File: config.mk
export PLATFORM = sky130hd
export DESIGN_NAME = wb_writeback
export DESIGN_NICKNAME = d
export VERILOG_FILES = /design/src/rtl/wb_writeback.sv
export SDC_FILE = /design/constraint.sdc
export NUM_CORES = 1
export LEC_CHECK = 0
export CORE_ASPECT_RATIO = 1.4
export CORE_MARGIN = 4
export CORE_UTILIZATION = 51
export DETAILED_ROUTE_END_ITERATION = 12
export HOLD_SLACK_MARGIN = 0.15
export PLACE_DENSITY = 0.79
export SLEW_MARGIN = 25
export SYNTH_ARGS = -nofsm -noshare
export SYNTH_HDL_FRONTEND = slang
export SYNTH_SLANG_ARGS = --single-unit
export TNS_END_PERCENT = 10
File: constraint.sdc
create_clock -name clk_100MHz -period 2.4 [get_ports clk_100MHz]
set_clock_uncertainty 0.1 [all_clocks]
set_input_delay 0.48 -clock clk_100MHz [delete_from_list [all_inputs] [get_ports clk_100MHz]]
set_output_delay 0.48 -clock clk_100MHz [all_outputs]
set_load 0.005 [all_outputs]
File: src/rtl/wb_writeback.sv
// wb_writeback: MEM->WB writeback stage with a 2-entry result queue.
// Load data is aligned and extended on entry. Each queued result retires
// through the single register-file write port, in order.
// Optional feature macro: WB_FWD_EN adds a combinational forwarding lookup
// port that ID can use to read results still waiting in the queue.
module wb_writeback (
  input  logic        clk_100MHz,
  input  logic        arst_n,
  input  logic        mem_valid_i,
  output logic        mem_ready_o,
  input  logic [4:0]  mem_rd_addr_i,
  input  logic        mem_rd_we_i,
  input  logic [31:0] mem_result_i,
  input  logic        mem_is_load_i,
  input  logic [2:0]  mem_ld_funct3_i,
  input  logic [1:0]  mem_ld_off_i,
  input  logic [3:0]  hold_i,
  input  logic        flush_i,
  output logic        reg_we_o,
  output logic [4:0]  reg_waddr_o,
  output logic [31:0] reg_wdata_o
`ifdef WB_FWD_EN
  ,
  input  logic [4:0]  fwd_raddr_i,
  output logic        fwd_hit_o,
  output logic [31:0] fwd_data_o
`endif
);

  // Queue state: circular pointers, occupancy and per-entry payload.
  logic             head_q, head_d;
  logic             tail_q, tail_d;
  logic [1:0]       count_q, count_d;
  logic [1:0]       we_q, we_d;
  logic [1:0][4:0]  rd_q, rd_d;
  logic [1:0][31:0] data_q, data_d;

  logic        push;
  logic        pop;
  logic [31:0] fmt_data;
  logic [7:0]  ld_byte;
  logic [15:0] ld_half;

  // Only the WB hold bit matters here; the lower stages' bits are ignored.
  logic unused_hold;
  assign unused_hold = ^hold_i[2:0];

  // Ready is purely a function of registered occupancy.
  assign mem_ready_o = (count_q != 2'd2);

  assign push = mem_valid_i && mem_ready_o && !flush_i;
  // Reset dominates: no write leaks out while reset is asserted.
  assign pop  = arst_n && (count_q != 2'd0) && !hold_i[3] && !flush_i;

  // Register-file write port driven from the head entry on a retire.
  assign reg_we_o    = pop && we_q[head_q];
  assign reg_waddr_o = reg_we_o ? rd_q[head_q]   : 5'd0;
  assign reg_wdata_o = reg_we_o ? data_q[head_q] : 32'd0;

  // Align and extend load data before it enters the queue.
  always_comb begin
    ld_byte  = mem_result_i[{mem_ld_off_i, 3'b000} +: 8];
    ld_half  = mem_result_i[{mem_ld_off_i[1], 4'b0000} +: 16];
    fmt_data = mem_result_i;
    if (mem_is_load_i) begin
      case (mem_ld_funct3_i)
        3'b000:  fmt_data = {{24{ld_byte[7]}}, ld_byte};
        3'b100:  fmt_data = {24'd0, ld_byte};
        3'b001:  fmt_data = {{16{ld_half[15]}}, ld_half};
        3'b101:  fmt_data = {16'd0, ld_half};
        default: fmt_data = mem_result_i;
      endcase
    end
  end

  // Next-state for pointers, occupancy and entry payloads.
  always_comb begin
    head_d  = head_q;
    tail_d  = tail_q;
    count_d = count_q;
    we_d    = we_q;
    rd_d    = rd_q;
    data_d  = data_q;
    if (flush_i) begin
      head_d  = 1'b0;
      tail_d  = 1'b0;
      count_d = 2'd0;
    end else begin
      if (push) begin
        for (int i = 0; i < 2; i++) begin
          if (tail_q == i[0]) begin
            // x0 writes are squashed here so retire never has to check rd.
            we_d[i]   = mem_rd_we_i && (mem_rd_addr_i != 5'd0);
            rd_d[i]   = mem_rd_addr_i;
            data_d[i] = fmt_data;
          end
        end
        tail_d = ~tail_q;
      end
      if (pop) begin
        head_d = ~head_q;
      end
      case ({push, pop})
        2'b10:   count_d = count_q + 2'd1;
        2'b01:   count_d = count_q - 2'd1;
        default: count_d = count_q;
      endcase
    end
  end

  // State registers with synchronous active-low reset.
  always_ff @(posedge clk_100MHz) begin
    if (!arst_n) begin
      head_q  <= 1'b0;
      tail_q  <= 1'b0;
      count_q <= 2'd0;
      we_q    <= '0;
      rd_q    <= '0;
      data_q  <= '0;
    end else begin
      head_q  <= head_d;
      tail_q  <= tail_d;
      count_q <= count_d;
      we_q    <= we_d;
      rd_q    <= rd_d;
      data_q  <= data_d;
    end
  end

`ifdef WB_FWD_EN
  logic young_idx;
  logic old_idx;
  assign young_idx = ~tail_q;
  assign old_idx   = tail_q;

  // Forwarding lookup; the younger matching entry overrides the older one.
  always_comb begin
    fwd_hit_o  = 1'b0;
    fwd_data_o = 32'd0;
    if (fwd_raddr_i != 5'd0) begin
      if ((count_q == 2'd2) && we_q[old_idx] && (rd_q[old_idx] == fwd_raddr_i)) begin
        fwd_hit_o  = 1'b1;
        fwd_data_o = data_q[old_idx];
      end
      if ((count_q != 2'd0) && we_q[young_idx] && (rd_q[young_idx] == fwd_raddr_i)) begin
        fwd_hit_o  = 1'b1;
        fwd_data_o = data_q[young_idx];
      end
    end
  end
`endif

endmodule
==> results.md <==
- Smallest setup slack after layout: -0.170 ns
- Syn. warnings: 0
- Final Max Tran Viols: 0
- Area share of the largest cell type after synthesis: 39.4%
- Avg Synthesized Cell Area: slightly above 9 sq um
- Period utilization: 107%
- Static leakage power: 2.08 nW
- Number of antenna diodes: 0
- Synth area leader: sky130_fd_sc_hd__dfxtp_1
- CTS sink cnt: 80
- Number of max-capacitance violations reported: 0
- Total standard cell area after synthesis: a little over 0.004 sq mm
- Final layout net count: approximately 590
- Result of the run: finished, violations left
- Area of the core region: 0.00775 sq mm
- Detailed placer's ending HPWL: 8300 um
- Number of antenna violations at the first check in global routing: 0
- Count of endpoints failing hold in the final timing report: 0
- Arithmetic-cell share of the synthesized area counting full adders, half adders and majority gates: 0.308%
- Maximum fanout count along the critical path: 8
- Number of global-route vias before repair: 3811
- Initial core utilization: 52.5%
- CTS tree: yes
- Data arrival at the endpoint of the critical path: 1.99 ns
- Flip-flop and latch count after synthesis: 80
- DR vias/cell: a little over 6
- All-Layer GR Usage: between 20% and 30%
- Count of input and output buffers: 87
- Class of the most critical setup path: input port to primary output
- Most common cell in the synthesized netlist: sky130_fd_sc_hd__dfxtp_1
- Number of H-tree levels: 3
- Violated checks: negative setup slack
- Cell types occupying the most area after synthesis: sky130_fd_sc_hd__dfxtp_1 (39%), sky130_fd_sc_hd__mux2i_1 (11%), sky130_fd_sc_hd__o221a_2 (8.9%)
- IO Pins: 91
- Clock slew at reported path FFs: roughly 0.070 ns
- Total wire length: 12000 um
- Clock Tree Buf Depth: 2
- Class of the tightest hold or removal check: register to register
- Antenna-violating nets left: 0
- Chip Height: about 110 um
- Via Count: 3914
- Sum of overflow across all layers after global routing: 0
- Power density cells: roughly 520 mW/mm^2
- DRT iter0 DRCs: 278
- Instance count of the mapped netlist: ~450
- Detailed-route wire length per cell: between 15 and 20 um
- Share of the synthesized area in compound gates (AO/OA/AOI/OAI): 24.9%
- Most frequent cells after synthesis: sky130_fd_sc_hd__dfxtp_1 (80), sky130_fd_sc_hd__nor2_1 (58), sky130_fd_sc_hd__mux2i_1 (44)
- Wire length of the first global-routing pass: ~19000 um
- Area of the die: 0.00949 sq mm
- DRC violation count after routing: 0
- Area growth syn-to-layout: 33.3%
- Site Rows: 38
- WHS: 0.366 ns
- Most frequently used flop master after synthesis: sky130_fd_sc_hd__dfxtp_1
- Number of nets in the synthesized netlist: 500
- Least-Margin Pin Slew: 0.815 ns
- Final critical path time including I/O delays and setup: 2.57 ns
- Maximum vdd drop: 0.311 mV
- Sequential fraction of the synthesis area: around two fifths
- Placer Congestion: 0.908
- Number of enable flip-flop cells after synthesis: 0
- Fraction of synthesized area in multiplexers: 12.2%
- Number of endpoints failing setup at the final stage: 17
- Largest net degree at the start of global routing: slightly below 90
- Latest clock arrival within the worst-skew pair: 0.36 ns
- Kind of end point of the critical path: primary output
- Count of distinct cell types in the synthesized netlist: 42
- Share of cells above drive strength 1: 18.1%
- Area share of xor/xnor cells in the synthesized design: 0.646%
- Post-synthesis simple-gate area fraction: 18.1%
- Horizontal die dimension: 83.5 um
- Clock buffer count from CTS: 9
- Worst slack after detailed placement: -0.456 ns
- Pre-antenna DRT Iters: 6
- Clock Tree Root: sky130_fd_sc_hd__clkbuf_8
- Highest attainable clock frequency: around 0.39 GHz
- Filler Cells Inserted: 631
- Worst max-slew margin expressed relative to the limit: 45.6%
- Cts-stage hold buffer count: 0
- Type of element launching the critical path: input port
- Required time reported for the critical path endpoint: 1.82 ns
- Share of flip-flops with an asynchronous set or reset after synthesis: 0%
- RSZ-0062 raised after global routing: true
- Main combinational cell family by area after synthesis: compound AO/OA/AOI/OAI gates
==> critical path: stages <==
cell	delay, ns
sky130_fd_sc_hd__dlygate4sd2_1	0.24
sky130_fd_sc_hd__nand2b_4	0.15
sky130_fd_sc_hd__nor3_4	0.17
sky130_fd_sc_hd__nand2_4	0.15
sky130_fd_sc_hd__buf_6	0.18
sky130_fd_sc_hd__nor2_1	0.11
sky130_fd_sc_hd__clkdlybuf4s50_1	0.51
==> cell families (layout without fill, tap and decap cells) <==
logic type      count (synthesis)  in the layout
fa+ha+maj                       1              1
compound gates                122            122
xor+xnor                        3              3
flops                          80             80
mux                            48             48
simple gates                  151            151
buf+inv                        42            136
==> registers in the layout, indices dropped and copies added, names as in the netlist <==
signal	cells
count_q	2
data_q	64
head_q	1
rd_q	10
tail_q	1
we_q	2
==> final cells by class <==
type,instances,area [sq um],area share [%]
Clock buffer,14,163,3.00
Clock inverter,2,37.5,0.692
Inverter,1,3.75,0.0692
Multi-Input combinational cell,325,2330,43.0
Sequential cell,80,1610,29.6
Timing Repair Buffer,119,1160,21.4
Tap cell,100,125,2.31
==> what timing repair did <==
item                                    in CTS  in global routing
gates resized for setup                     45                  8
buffers inserted                             2                  1
endpoints found under the setup margin      38                 21
pin swaps                                    1                  1
gates cloned                                 3                  0
==> final timing paths <==
check,cells after the start,slack [ns],startpoint,end
worst min register to register,2,0.37,rd_q[2],rd_q[2]
worst min-delay path,2,0.37,rd_q[2],rd_q[2]
worst max register to register,6,0.48,count_q[0],we_q[0]
worst max-delay path,7,-0.17,flush_i,reg_wdata_o[4]
==> cell usage in the layout, fill, tap and decap left out, types with 3 or more instances in the layout <==
master / count
sky130_fd_sc_hd__nor2_1: 56
sky130_fd_sc_hd__nand2b_1: 3
sky130_fd_sc_hd__a211oi_1: 12
sky130_fd_sc_hd__nand3b_1: 6
sky130_fd_sc_hd__buf_12: 3
sky130_fd_sc_hd__o21ai_0: 29
sky130_fd_sc_hd__clkbuf_8: 11
sky130_fd_sc_hd__nand2_1: 29
sky130_fd_sc_hd__buf_2: 3
sky130_fd_sc_hd__clkbuf_1: 3
sky130_fd_sc_hd__clkdlybuf4s50_1: 58
sky130_fd_sc_hd__o31ai_1: 4
sky130_fd_sc_hd__a32o_1: 16
sky130_fd_sc_hd__dfxtp_2: 3
sky130_fd_sc_hd__a21oi_1: 6
sky130_fd_sc_hd__buf_4: 25
sky130_fd_sc_hd__a21boi_0: 12
sky130_fd_sc_hd__dlygate4sd2_1: 21
sky130_fd_sc_hd__o221a_2: 32
sky130_fd_sc_hd__mux2i_1: 44
sky130_fd_sc_hd__nand3_1: 18
sky130_fd_sc_hd__dfxtp_1: 77
sky130_fd_sc_hd__and2_1: 23
sky130_fd_sc_hd__dlymetal6s2s_1: 4
sky130_fd_sc_hd__a211o_1: 5
sky130_fd_sc_hd__mux2_2: 3
==> per-layer routing <==
metal  track usage (%)  up-vias  share of wire, %
met5                 0        -                 0
met4              12.8        0               3.1
li1                  -     1828                 -
met3              3.90       31               5.9
met1              31.3     1903                41
met2              43.2      152                50
==> metrics by stage <==
step	total power (W)	TNS, ns	cells	cell area [sq um]	utilization, %
2_1_floorplan	0.00164	0	447	4070	-
3_3_place_gp	0.00181	-22.47	619	5120	66.0
3_5_place_dp	0.00182	-25.63	619	5120	66.0
4_1_cts	0.00282	-2.97	640	5420	69.9
5_1_grt	0.00291	-3.64	641	5420	70.0
6_report	0.00282	-2.07	641	5420	70.0
==> power by group <==
part           switching, W  internal (W)  total [W]
logic              0.000205      0.000200   0.000404
clock network      0.000480      0.000539    0.00102
registers         0.0000250       0.00137    0.00140
total              0.000710       0.00211    0.00282
(Power assumes the default switching activity.)
